[config.mk]
export PLATFORM = sky130hd
export DESIGN_NAME = exp_input_wrapper_flat
export DESIGN_NICKNAME = d
export VERILOG_FILES = /design/src/rtl/exp_wrap_pkg.sv /design/src/rtl/exp_input_wrapper_if.sv /design/src/rtl/exp_sync_fifo.sv /design/src/rtl/exp_input_wrapper.sv /design/src/flat_wrapper.sv
export SDC_FILE = /design/constraint.sdc
export NUM_CORES = 1
export LEC_CHECK = 0
export CORE_UTILIZATION = 59
export CTS_BUF_LIST = sky130_fd_sc_hd__clkbuf_8 sky130_fd_sc_hd__clkbuf_16
export DETAILED_ROUTE_END_ITERATION = 7
export GPL_TIMING_DRIVEN = 1
export PLACE_DENSITY = 0.84
export SLEW_MARGIN = 20
export SYNTH_ARGS = -nofsm -noshare
export SYNTH_HDL_FRONTEND = slang
export SYNTH_SLANG_ARGS = --single-unit
export TNS_END_PERCENT = 1
[constraint.sdc]
create_clock -name clk -period 6.4 [get_ports clk]
set_input_delay 1.28 -clock clk [delete_from_list [all_inputs] [get_ports clk]]
set_output_delay 1.28 -clock clk [all_outputs]
set_load 0.005 [all_outputs]
[src/rtl/exp_wrap_pkg.sv]
// ============================================================================
// exp_wrap_pkg
// Shared state encoding, default widths and sizing helpers for the
// exponential-accelerator input wrapper.
// Revision: 1.0
// ============================================================================
`default_nettype none

package exp_wrap_pkg;

  typedef enum logic [1:0] {
    IDLE  = 2'd0,
    START = 2'd1,
    WAIT  = 2'd2
  } state_t;

  localparam int unsigned c_data_w = 16;
  localparam int unsigned c_depth  = 4;

  // Occupancy counter must represent 0..depth inclusive
  function automatic int fifo_cnt_w(input int depth);
    return $clog2(depth) + 1;
  endfunction

  localparam int unsigned c_fifo_cnt_w = fifo_cnt_w(c_depth);

endpackage

`default_nettype wire

[src/rtl/exp_input_wrapper_if.sv]
// ============================================================================
// exp_input_wrapper_if
// Producer handshake and accelerator launch signals of the input wrapper.
// Revision: 1.0
// ============================================================================
`default_nettype none

interface exp_input_wrapper_if
  import exp_wrap_pkg::*;
#(
  parameter int DATA_W = c_data_w
) ();

  logic              in_valid;
  logic [DATA_W-1:0] in_data;
  logic              in_ready;
  logic              exp_start;
  logic [DATA_W-1:0] exp_x;
  logic              exp_done;

  modport slave (
    input  in_valid, in_data, exp_done,
    output in_ready, exp_start, exp_x
  );

  modport master (
    output in_valid, in_data, exp_done,
    input  in_ready, exp_start, exp_x
  );

endinterface

`default_nettype wire

[src/rtl/exp_sync_fifo.sv]
// ============================================================================
// exp_sync_fifo
// Single-clock FIFO; full/empty derived from an occupancy counter.
// Revision: 1.0
// ============================================================================
`default_nettype none

module exp_sync_fifo #(
  parameter int DATA_W = 16,
  parameter int DEPTH  = 4
) (
  input  wire logic                     clk,
  input  wire logic                     rst,
  input  wire logic                     push,
  input  wire logic                     pop,
  input  wire logic [DATA_W-1:0]        din,
  output logic      [DATA_W-1:0]        dout,
  output logic                          full,
  output logic                          empty,
  output logic      [$clog2(DEPTH):0]   count
);

  localparam int c_aw = $clog2(DEPTH);
  localparam int c_cw = c_aw + 1;

  logic [DATA_W-1:0] r_mem [DEPTH];
  logic [c_aw-1:0]   r_wptr;
  logic [c_aw-1:0]   r_rptr;
  logic [c_cw-1:0]   r_count;
  logic              w_push;
  logic              w_pop;

  assign full   = (r_count == c_cw'(DEPTH));
  assign empty  = (r_count == '0);
  assign count  = r_count;
  assign dout   = r_mem[r_rptr];
  assign w_push = push && !full;
  assign w_pop  = pop && !empty;

  // Storage carries no reset; validity is tracked by the counter
  always_ff @(posedge clk) begin
    if (w_push) r_mem[r_wptr] <= din;
  end

  always_ff @(posedge clk or posedge rst) begin
    if (rst) begin
      r_wptr  <= '0;
      r_rptr  <= '0;
      r_count <= '0;
    end else begin
      if (w_push) r_wptr <= r_wptr + c_aw'(1);
      if (w_pop)  r_rptr <= r_rptr + c_aw'(1);
      case ({w_push, w_pop})
        2'b10:   r_count <= r_count + c_cw'(1);
        2'b01:   r_count <= r_count - c_cw'(1);
        default: r_count <= r_count;
      endcase
    end
  end

endmodule

`default_nettype wire

[src/rtl/exp_input_wrapper.sv]
// ============================================================================
// exp_input_wrapper
// Buffers operands and launches them one at a time into the exp accelerator.
// Optional macro EXP_IN_BYPASS_EN: an operand accepted while idle and empty
// skips the FIFO and starts one cycle after acceptance.
// Revision: 1.0
// ============================================================================
`default_nettype none

module exp_input_wrapper
  import exp_wrap_pkg::*;
#(
  parameter int DATA_W = c_data_w,
  parameter int DEPTH  = 4,
  parameter int CNT_W  = 8
) (
  input  wire logic                          clk,
  input  wire logic                          rst,
  exp_input_wrapper_if.slave                 bus,
  output logic                               busy,
  output logic [fifo_cnt_w(DEPTH)-1:0]       fifo_count,
  output logic [CNT_W-1:0]                   job_cnt
);

  state_t            r_state;
  state_t            w_state_nxt;
  logic [DATA_W-1:0] r_x;
  logic [CNT_W-1:0]  r_job_cnt;
  logic              w_full;
  logic              w_empty;
  logic              w_accept;
  logic              w_bypass;
  logic              w_pop;
  logic              w_job_inc;
  logic [DATA_W-1:0] w_fifo_dout;

  assign w_accept     = bus.in_valid && !w_full;
  assign bus.in_ready = !w_full;
  assign bus.exp_start = (r_state == START);
  assign bus.exp_x    = r_x;
  assign busy         = (r_state != IDLE);
  assign job_cnt      = r_job_cnt;

`ifdef EXP_IN_BYPASS_EN
  assign w_bypass = w_accept && (r_state == IDLE) && w_empty;
`else
  assign w_bypass = 1'b0;
`endif

  exp_sync_fifo #(
    .DATA_W (DATA_W),
    .DEPTH  (DEPTH)
  ) u_fifo (
    .clk   (clk),
    .rst   (rst),
    .push  (w_accept && !w_bypass),
    .pop   (w_pop),
    .din   (bus.in_data),
    .dout  (w_fifo_dout),
    .full  (w_full),
    .empty (w_empty),
    .count (fifo_count)
  );

  always_comb begin
    w_state_nxt = r_state;
    w_pop       = 1'b0;
    w_job_inc   = 1'b0;
    case (r_state)
      IDLE: begin
        if (!w_empty) begin
          w_pop       = 1'b1;
          w_state_nxt = START;
        end else if (w_bypass) begin
          w_state_nxt = START;
        end
      end
      START: w_state_nxt = WAIT;
      WAIT: begin
        // Completion only counts once the accelerator has actually been launched
        if (bus.exp_done) begin
          w_job_inc   = 1'b1;
          w_state_nxt = IDLE;
        end
      end
      default: w_state_nxt = IDLE;
    endcase
  end

  always_ff @(posedge clk or posedge rst) begin
    if (rst) begin
      r_state   <= IDLE;
      r_x       <= '0;
      r_job_cnt <= '0;
    end else begin
      r_state <= w_state_nxt;
      if (w_pop)         r_x <= w_fifo_dout;
      else if (w_bypass) r_x <= bus.in_data;
      if (w_job_inc)     r_job_cnt <= r_job_cnt + CNT_W'(1);
    end
  end

endmodule

`default_nettype wire
[src/flat_wrapper.sv]
// flat-port wrapper written by rule: the top's interface ports become plain ports
module exp_input_wrapper_flat import exp_wrap_pkg::*;
#(
  parameter int DATA_W = c_data_w,
  parameter int DEPTH  = 4,
  parameter int CNT_W  = 8
)
  (clk, rst, busy, fifo_count, job_cnt, bus_in_valid, bus_in_data, bus_exp_done, bus_in_ready, bus_exp_start, bus_exp_x);
  exp_input_wrapper_if #(.DATA_W(DATA_W)) bus_i ();
  input  wire logic clk;
  input  wire logic rst;
  output logic busy;
  output logic [fifo_cnt_w(DEPTH)-1:0] fifo_count;
  output logic [CNT_W-1:0] job_cnt;
  input wire logic [$bits(bus_i.in_valid)-1:0] bus_in_valid;
  input wire logic [$bits(bus_i.in_data)-1:0] bus_in_data;
  input wire logic [$bits(bus_i.exp_done)-1:0] bus_exp_done;
  output wire logic [$bits(bus_i.in_ready)-1:0] bus_in_ready;
  output wire logic [$bits(bus_i.exp_start)-1:0] bus_exp_start;
  output wire logic [$bits(bus_i.exp_x)-1:0] bus_exp_x;
  assign bus_i.in_valid = bus_in_valid;
  assign bus_i.in_data = bus_in_data;
  assign bus_i.exp_done = bus_exp_done;
  assign bus_in_ready = bus_i.in_ready;
  assign bus_exp_start = bus_i.exp_start;
  assign bus_exp_x = bus_i.exp_x;
  exp_input_wrapper #(.DATA_W(DATA_W), .DEPTH(DEPTH), .CNT_W(CNT_W)) u_core (.clk(clk), .rst(rst), .bus(bus_i), .busy(busy), .fifo_count(fifo_count), .job_cnt(job_cnt));
endmodule
After elaboration in Yosys (flattened, before gate mapping)
Memories as Yosys holds them, arrays and structs flattened. A register that Yosys moved wholly into a read port is not among the register bits.
Index checks and enable logic that the tools add are counted.
{"block": "op_classes", "n_addsub": 5, "n_eq_ne": 7, "muxes": 10, "reduce_logical": 10}
{"op": "$add 8x1->8 const B", "count": 1}
{"op": "$mux 1", "count": 6}
{"op": "$pmux 2 s3", "count": 1}
{"op": "$pmux 3 s2", "count": 1}
{"op": "$add 2x1->2 const B", "count": 2}
{"op": "$eq 2x1->1 const B", "count": 2}
{"op": "$eq 2x2->1 const B", "count": 2}
{"op": "$mux 2", "count": 2}
{"op": "$ne 2x2->1 const B", "count": 2}
{"op": "$reduce_bool 2->1", "count": 2}
{"op": "$add 3x1->3 const B", "count": 1}
{"op": "$eq 3x3->1 const B", "count": 1}
{"op": "$logic_and 1x1->1", "count": 3}
{"op": "$logic_not 3->1", "count": 1}
{"op": "$sub 3x1->3 const B", "count": 1}
{"op": "$logic_not 1->1", "count": 2}
{"op": "$logic_not 2->1", "count": 1}
{"op": "$reduce_and 2->1", "count": 1}
{"block": "word_totals", "reg_bits": 17, "ramBits": 64, "inputBits": 20, "out_inout_bits": 30, "wordCells": 38, "mem_count": 1}
{"memory": "u_core.u_fifo.r_mem", "words": 4, "word_bits": 16, "read_ports": 1, "rd_clocked_by_memory_dff": 1, "write_ports": 1, "line_no": "exp_sync_fifo.sv:26", "rtl": "logic [DATA_W-1:0] r_mem [DEPTH];"}

Logic depth before layout (Yosys ltp)
Gate-level depths: netlist of run 1.
{"block": "logic_depth", "depth_word": 6, "ltp_mapped": 10, "ltp_nobuf": 8}

Cells and area by module
Synthesis of run 1 repeated with hierarchy kept, for this count alone.
{"block": "unflattened", "hier_cells": 196, "hier_area_um2": 3846.2}
{"module": "exp_sync_fifo", "n_inst": 1, "cells_per_inst": 122, "area_each_um2": 2778.9, "seq_area_each_um2": 2097.0}
{"module": "exp_input_wrapper", "n_inst": 1, "cells_per_inst": 74, "area_each_um2": 1067.3, "seq_area_each_um2": 650.6}

Worst setup path before layout of run 1
OpenSTA, ideal clock, no wires.
{"block": "synth_path", "path_type": "in2reg", "from": "input port bus_in_valid", "to": "register u_core.u_fifo.r_count[2], in the netlist u_core.u_fifo.count[2]", "setup_ns": 0.079, "arrival_time_ns": 2.351, "t_required_ns": 6.321, "path_slack_ns": 3.970, "stages": 7, "n_path_buf": 0, "path_cell_list": "nand2_1 -> ha_1 -> inv_1 -> fa_1 -> xor2_1 -> nor2_1 -> xor2_1"}
{"block": "synth_via", "elab_chain_cells": 4, "elab_cells_between_ends": 6, "cone_classes": "eq/ne (2); mux (1); reduce/logical (3)"}
{"element": "start: declaration", "line_no": "flat_wrapper.sv:15", "rtl": "input wire logic [$bits(bus_i.in_valid)-1:0] bus_in_valid;"}
{"element": "$logic_and 1x1->1 *", "line_no": "exp_input_wrapper.sv:37", "rtl": "assign w_accept = bus.in_valid && !w_full;"}
{"element": "$logic_and 1x1->1 *", "line_no": "exp_sync_fifo.sv:37", "rtl": "assign w_push = push && !full;"}
{"element": "$eq 2x1->1 or $eq 2x2->1 (tied branches)", "line_no": "exp_sync_fifo.sv:53", "rtl": "case ({w_push, w_pop})"}
{"element": "$pmux 3 s2 or $reduce_bool 2->1 (tied branches)"}
{"element": "end signal: assignment", "line_no": "exp_sync_fifo.sv:54", "rtl": "2'b10: r_count <= r_count + c_cw'(1);"}
{"element": "end signal: assignment", "line_no": "exp_sync_fifo.sv:55", "rtl": "2'b01: r_count <= r_count - c_cw'(1);"}
{"element": "end signal: assignment", "line_no": "exp_sync_fifo.sv:56", "rtl": "default: r_count <= r_count;"}
{"element": "end: declaration", "line_no": "exp_sync_fifo.sv:29", "rtl": "logic [c_cw-1:0] r_count;"}
Every way passes the cells marked *; elsewhere a longest branch is shown, timed or not.
A chain may end at the register's enable or synchronous reset.

Worst setup path in the final report of run 1
{"block": "layout_path", "from": "register u_core.r_state[1]", "to": "output port busy"}
{"block": "layout_via", "elab_chain_cells": 1}
{"element": "start: declaration", "line_no": "exp_input_wrapper.sv:25", "rtl": "state_t r_state;"}
{"element": "start signal: assignment", "line_no": "exp_input_wrapper.sv:96", "rtl": "r_state <= w_state_nxt;"}
{"element": "$reduce_bool 2->1", "line_no": "exp_input_wrapper.sv:41", "rtl": "assign busy = (r_state != IDLE);"}
{"element": "end: declaration", "line_no": "flat_wrapper.sv:12", "rtl": "output logic busy;"}
No other way between the ends.

==> metrics.md, run 1 <==
| Metric | Value |
|---|---|
| Max Clk Rate | roughly 330 MHz |
| P per Cell Area | approximately 470 nW/um^2 |
| Final Power | ~2.2 mW |
| Slew Viols, Final | 0 |
| Status | completed |
| Maximum Capacitance Violations | 0 |
| Port Buffers | 49 |
| Largest net degree at the start of global routing | 34 |
| Final WL | ~6000 microns |
| Type of origin of the critical path | flop |
| Detailed Route Iter0 Violations | around 120 |
| Fraction of layout cells with a size suffix above 1 | 0.1825 |
| Vert. Die Dim | 82.82 microns |
| Worst path required time | a little over 5 ns |
| Num CTS Buffers | 9 |
| Post-synthesis cell count | 193 |
| DRT antenna net count | 0 |
| Die width | just over 80 microns |
| Period utilization | 0.4736 |
| Multi-input gate area | roughly 1000 sq um |
| Synth cell types | 30 |
| Final core occ | 0.7309 |
| Post-synth EDFFs | 64 |
| Post-Route Setup TNS | 0 ns |
| Unrepaired setup endpoints after global routing | no |
| Max incr delay on CP | around 0.59 ns |
| Gate power share | 0.335 |
| Setup Skew | approximately 0.01 ns |
| Via count | between 1500 and 2000 |
| Die ar. | roughly 6900 sq um |
| Critical path fanouts, max | 6 |
| Core area | ~6300 sq um |
| Sequential share of power | 0.465 |
| # diodes | 0 |
| TritonCTS clock tree | built |
| # DRC | 0 |
| Max clock buf depth | 2 |
| Critical Path AT | between 1.5 and 2 ns |
| Area growth syn-to-layout | 19.74% |
| #FFs+latches synth | 97 |
| Fin. Hold Viols | 0 |
| GPL Wtd Cong | between 0.7 and 0.8 |
| Crit Path Category | reg2out |
| Vias in the first global route | 1967 |
| PostCTS Resize Cnt | 0 |
| Post-CTS Hold Fix Bufs | 0 |
| Sequential share of the synthesized area | 0.7130 |
| Vias per inst | ~5.7 |
| P_int | 1.549 mW |
| Row count | 29 |
| Critical path's top delay family | buffers and inverters |
| Clock H-tree levels | 3 |
| Worst-path clk slew | about 0.09 ns |
| Gr ovfl total | 0 |
| WP buf/inv | 1 |
| Syn_area_per_cell | around 20 sq um |
| Register area | between 2000 and 3000 sq um |
| Initial Util | 0.6104 |
| Initial antenna violation count | 0 |
| Final net count | roughly 270 |
| DR WL/cell | 18.16 microns |
| Clk pwr share | 0.200 |
| Worst setup EP type | primary output |
| Syn. warnings | 0 |
| Mapped Nets | 220 |
| Number of detailed-route iterations in the first pass | 4 |
| Leakage | between 1.5 and 2 nW |
| Root Buffer | clkbuf_8 |
| Clk_lat worst skew | approximately 0.34 ns |
| VDD IR-drop max | ~0.32 mV |
| Setup violations, final | 0 |
| Filler Cell Count | between 300 and 400 |
| Slowest library cell on the worst path | clkdlybuf4s50_1 |
| Crit path time final | about 3.0 ns |
| Ys async rst share | 0.3402 |
| Worst rel slew slack | 0.3316 |
| Syn Std Cell Area | ~3900 sq um |
| GRT Resource Usage Total | 0.1944 |
| Synth Flop Type | edfxtp_1 |
| Global-route wire length before repair | between 9000 and 10000 microns |
| Psw | 0.6087 mW |
| CTS Sinks | 97 |
| Slew @ Worst Pin | around 1 ns |
| Setup Buffers After CTS | 0 |
| Worst Hold Class | reg2reg |
| Number of I/O pins | 50 |
| Post-DP HPWL | between 3000 and 4000 microns |
| Crit-path cells | or2_0 -> clkdlybuf4s50_1 |
| Sw frac | 0.2822 |
==> flip-flops by register name, summed over array words and instances (netlist names) <==
signal,flops
u_core.r_state,2
u_core.bus.exp_x,16
u_core.u_fifo.r_rptr,2
u_core.u_fifo.r_wptr,2
u_core.u_fifo.r_mem,64
u_core.u_fifo.count,3
u_core.job_cnt,8
==> cell families (layout without fill, tap and decap cells) <==
family / after synthesis / after routing / share of synthesized area
flip-flops: 97 / 97 / 0.7130
XOR/XNOR: 13 / 13 / 0.02955
adder cells (fa/ha/maj): 7 / 7 / 0.02468
multiplexers: 35 / 35 / 0.1643
AND/OR/NAND/NOR: 28 / 28 / 0.04708
buffers and inverters: 13 / 72 / 0.02143
==> cells in the mapped netlist (2+ instances only) <==
cell,instances,area share
edfxtp_1,64,0.50
dfrtp_1,33,0.21
mux2_2,10,0.029
mux2_4,8,0.031
mux4_1,8,0.055
mux4_2,8,0.047
xor2_1,8,0.018
ha_1,6,0.019
inv_1,6,0.0058
xnor2_1,5,0.011
and3_1,4,0.0065
nand2_1,4,0.0039
nor2_1,4,0.0039
buf_2,2,0.0026
buf_6,2,0.0058
clkbuf_1,2,0.0019
nand4_1,2,0.0032
nand4b_1,2,0.0045
nor3_1,2,0.0026
nor3b_1,2,0.0039
or2_2,2,0.0032
==> path summary, 6_finish.rpt <==
path | depth (start not counted) | start | to | slack (ns)
max reg2reg | 8 | u_core.r_state[1]$_DFFE_PP0P_ | u_core.u_fifo.count[2]$_DFFE_PP0P_ | 3.94
min in group asynchronous | 3 | rst | u_core.bus.exp_x[3]$_DFFE_PP0P_ | 1.35
max in group asynchronous | 3 | rst | u_core.job_cnt[2]$_DFFE_PP0P_ | 4.74
min reg2reg | 1 | u_core.job_cnt[7]$_DFFE_PP0P_ | u_core.job_cnt[7]$_DFFE_PP0P_ | 0.47
min | 1 | u_core.job_cnt[7]$_DFFE_PP0P_ | u_core.job_cnt[7]$_DFFE_PP0P_ | 0.47
max | 2 | u_core.r_state[1]$_DFFE_PP0P_ | busy | 3.37
==> area by class of cell <==
cell class              count  area share
flip-flops and latches     97      0.5954
multi-input cells          83      0.2218
repair buffers             50      0.1079
clock buffers              10     0.02983
well taps                  77     0.02088
clock inverters             6     0.01925
inverters                   6    0.004881
==> layout by cell type (no fill, tap or decap) <==
cell,n
ha_1,6
dfrtp_1,33
nand4b_1,2
nand4_1,2
clkinv_4,1
edfxtp_1,64
nor3_1,2
inv_1,6
or2_2,2
nor2b_1,1
bufinv_16,2
fa_1,1
xnor2_1,5
clkinv_1,1
clkbuf_8,10
clkinvlp_4,1
clkdlybuf4s50_1,49
nor3b_1,2
mux4_2,8
buf_4,1
xor2_1,8
nand2_1,4
nor3_2,1
mux2i_1,1
nor2_1,4
mux2_2,10
or2_0,1
inv_6,1
mux2_4,8
nor2_8,1
and3_1,4
or3b_1,1
nand3b_1,1
mux4_1,8
==> metrics by stage <==
step	cells	hold slack [ns]	instance area, sq um	setup slack [ns]
2_1_floorplan	193	0.4647	3854	3.970
3_3_place_gp	313	0.4559	4388	3.437
3_5_place_dp	313	0.4652	4388	3.352
4_1_cts	329	0.4792	4614	3.349
5_1_grt	329	0.5005	4614	3.279
6_report	329	0.4687	4614	3.369
==> power by group through the flow <==
| stage | registers, mW | clock network, mW | logic (mW) |
|---|---|---|---|
| 2_1_floorplan | 0.955 | 0 | 0.522 |
| 3_3_place_gp | 1.01 | 0 | 0.710 |
| 3_5_place_dp | 1.02 | 0 | 0.733 |
| 4_1_cts | 1.01 | 0.440 | 0.736 |
| 5_1_grt | 1.03 | 0.465 | 0.783 |
| 6_report | 1.00 | 0.432 | 0.722 |
==> layer usage <==
| layer | global-route usage | vias to the layer above | share of wire |
|---|---|---|---|
| met5 | 0 | - | 0 |
| met2 | 0.3130 | 44 | 0.51 |
| li1 | - | 847 | - |
| met3 | 0.03777 | 11 | 0.034 |
| met1 | 0.2632 | 965 | 0.44 |
| met4 | 0.08464 | 0 | 0.019 |
Note: power is estimated with default switching activity, not from simulation.
==> run 2: changes to the inputs <==
--- a/config.mk
+++ b/config.mk
@@ -5,11 +5,11 @@
 export SDC_FILE = /design/constraint.sdc
 export NUM_CORES = 1
 export LEC_CHECK = 0
-export CORE_UTILIZATION = 59
+export CORE_UTILIZATION = 49
 export CTS_BUF_LIST = sky130_fd_sc_hd__clkbuf_8 sky130_fd_sc_hd__clkbuf_16
 export DETAILED_ROUTE_END_ITERATION = 7
 export GPL_TIMING_DRIVEN = 1
-export PLACE_DENSITY = 0.84
+export PLACE_DENSITY = 0.75
 export SLEW_MARGIN = 20
 export SYNTH_ARGS = -nofsm -noshare
 export SYNTH_HDL_FRONTEND = slang
==> constraint.sdc (replaced) <==
create_clock -name clk -period 2.4 [get_ports clk]
set_input_delay 0.48 -clock clk [delete_from_list [all_inputs] [get_ports clk]]
set_output_delay 0.48 -clock clk [all_outputs]
set_load 0.005 [all_outputs]
==> run 2 against run 1 <==
  * Clock-buffer cell count fell by 1
  * Wire length rose by 2.8%
  * First-iteration DRC count rose by 1.7%
  * Highest routed layer unchanged
==> metrics.md, run 2 (synthesis gave the netlist of run 1 again) <==
| Metric | Value |
|---|---|
| VDD IR-drop max | 0.5090 mV (was 0.3228 mV) |
| Via count | 1856 (was 1867) |
| Filler Cell Count | 522 (was 388) |
| Clk_lat worst skew | 0.35 ns (was 0.34 ns) |
| Number of I/O pins | 50 (unchanged) |
| Core area | 7408 sq um (was 6314 sq um) |
| Num CTS Buffers | 9 (unchanged) |
| Period utilization | 0.9313 |
| Global-route wire length before repair | 10090 microns (was 9984 microns) |
| Die width | 90.69 microns (was 82.82 microns) |
| Port Buffers | 49 (unchanged) |
| TritonCTS clock tree | built (unchanged) |
| Clock H-tree levels | 3 (unchanged) |
| Post-DP HPWL | 3808 microns (was 3831 microns) |
| Fin. Hold Viols | 0 (unchanged) |
| Setup Skew | 0.004353 ns (was 0.009997 ns) |
| Final Power | 5.991 mW (was 2.157 mW) |
| Final net count | 281 (was 274) |
| Most common cell after layout, fill and taps aside | edfxtp_1 (unchanged) |
| Max clock buf depth | 2 (unchanged) |
| DRT antenna net count | 0 (unchanged) |
| Worst Hold Class | reg2reg (unchanged) |
| Status | completed (unchanged) |
| PostCTS Resize Cnt | 0 (unchanged) |
| CTS Sinks | 97 (unchanged) |
| GRT Resource Usage Total | 0.1666 (was 0.1944) |
| Initial antenna violation count | 0 (unchanged) |
| WP buf/inv | 1 (unchanged) |
| Placed Instances | 342 (was 313) |
| Slowest library cell on the worst path | clkdlybuf4s50_1 (unchanged) |
| Final core occ | 0.6396 (was 0.7309) |
| Crit Path Category | reg2out (unchanged) |
| Largest net degree at the start of global routing | 34 (unchanged) |
| Area growth syn-to-layout | 22.95% (was 19.74%) |
| Detailed Route Iter0 Violations | 117 (was 115) |
| Worst setup EP type | primary output (unchanged) |
| Vias per inst | 5.184 (was 5.675) |
| Initial Util | 0.5202 (was 0.6104) |
| Leakage | 1.808 nW (was 1.744 nW) |
| Critical path fanouts, max | 6 (unchanged) |
| Setup Buffers After CTS | 0 (unchanged) |
| Most frequent cells in the layout | 64 x edfxtp_1, 49 x clkdlybuf4s50_1, 33 x dfrtp_1, 10 x mux2_2, 9 x clkbuf_8 (was 64 x edfxtp_1, 49 x clkdlybuf4s50_1, 33 x dfrtp_1, 10 x mux2_2, 10 x clkbuf_8) |
| Setup violations, final | 0 (unchanged) |
| Post-CTS Hold Fix Bufs | 0 (unchanged) |
| Gr ovfl total | 0 (unchanged) |
| Worst-path clk slew | 0.08 ns (was 0.09 ns) |
| Top reg by flops | u_core.u_fifo.r_mem (unchanged) |
| Vias in the first global route | 1990 (was 1967) |
| Fraction of layout cells with a size suffix above 1 | 0.2046 (was 0.1825) |
| Slew Viols, Final | 0 (unchanged) |
| Slew @ Worst Pin | 0.4553 ns (was 1.003 ns) |
| Final WL | 6142 microns (was 5975 microns) |
| Vert. Die Dim | 90.69 microns (was 82.82 microns) |
| Worst rel slew slack | 0.6948 (was 0.3316) |
| GPL Wtd Cong | 0.7100 (was 0.7413) |
| DR WL/cell | 17.16 microns (was 18.16 microns) |
| Max Clk Rate | 447.4 MHz |
| Max reg flops | 64 (unchanged) |
| Root Buffer | clkbuf_8 (unchanged) |
| Type of origin of the critical path | flop (unchanged) |
| # DRC | 0 (unchanged) |
| Fin cells | 358 (was 329) |
| Number of detailed-route iterations in the first pass | 4 (unchanged) |
| Post-Route Setup TNS | 0 ns (unchanged) |
| # diodes | 0 (unchanged) |
| Critical Path AT | 1.76 ns (was 1.75 ns) |
| Die ar. | 8224 sq um (was 6859 sq um) |
| Crit path time final | approximately 2.2 ns |
| Critical path's top delay family | buffers and inverters (unchanged) |
| Worst path required time | 1.92 ns (was 5.12 ns) |
| Max incr delay on CP | 0.59 ns (about the same) |
| Row count | 31 (was 29) |
| Maximum Capacitance Violations | 0 (unchanged) |
| Crit-path cells | or2_0 -> clkdlybuf4s50_1 (unchanged) |
| P per Cell Area | 1264 nW/um^2 (was 467.5 nW/um^2) |
| Unrepaired setup endpoints after global routing | no (unchanged) |
-- run 2: changes by cell type in the layout (fill, tap and decap cells not counted) --
cell        change
inv_1           +1
clkinv_2        +2
buf_4           +6
bufinv_16       +2
clkinv_4        -1
clkbuf_8        -1
clkinvlp_4      -1
buf_12          +1
clkinv_1        -1
inv_6           -1
-- run 2: where the power goes --
group          internal, mW  switching [mW]  total, mW  leakage (nW)
sequential             2.30           0.274       2.57         0.984
combinational          1.29           0.828       2.11         0.690
clock                 0.790           0.516       1.31         0.134
total                  4.37            1.62       5.99          1.81
-- run 2: final timing paths --
check                                                   start                                 end  slack, ns  depth (start not counted)
min in group asynchronous                                 rst       u_core.job_cnt[7]$_DFFE_PP0P_       0.52                          3
hold / removal                  u_core.job_cnt[7]$_DFFE_PP0P_       u_core.job_cnt[7]$_DFFE_PP0P_       0.47                          1
setup reg to reg           u_core.u_fifo.count[0]$_DFFE_PP0P_  u_core.u_fifo.count[2]$_DFFE_PP0P_       0.25                          8
setup / recovery                u_core.r_state[1]$_DFFE_PP0P_                                busy       0.16                          2
hold reg to reg                 u_core.job_cnt[7]$_DFFE_PP0P_       u_core.job_cnt[7]$_DFFE_PP0P_       0.47                          1
max in group asynchronous                                 rst    u_core.bus.exp_x[15]$_DFFE_PP0P_       1.57                          3
-- run 2: per-layer routing --
layer	up-vias	track usage	part of all wire
met2	53	0.2854	0.51
li1	858	-	-
met3	7	0.04630	0.043
met4	0	0.06452	0.013
met5	-	0	0
met1	938	0.1997	0.44
-- run 2: layout make-up --
class,instances,area (sq um),share of cell area
well taps,99,123.9,0.02614
clock inverters,7,133.9,0.02825
clock buffers,9,123.9,0.02614
repair buffers,57,563.0,0.1188
inverters,6,22.52,0.004753
flip-flops and latches,97,2748,0.5799
multi-input cells,83,1023,0.2160
-- run 2: per-stage QoR --
stage / worst slack (ns) / area, sq um / hold WS, ns
after global placement: 0.2402 / 4481 / 0.4563
after global routing: 0.02946 / 4738 / 0.5179
after floorplan: 0.2253 / 3854 / 0.4647
final: 0.1649 / 4738 / 0.4740
after CTS: 0.1379 / 4738 / 0.4787
after detailed placement: 0.2051 / 4481 / 0.4632
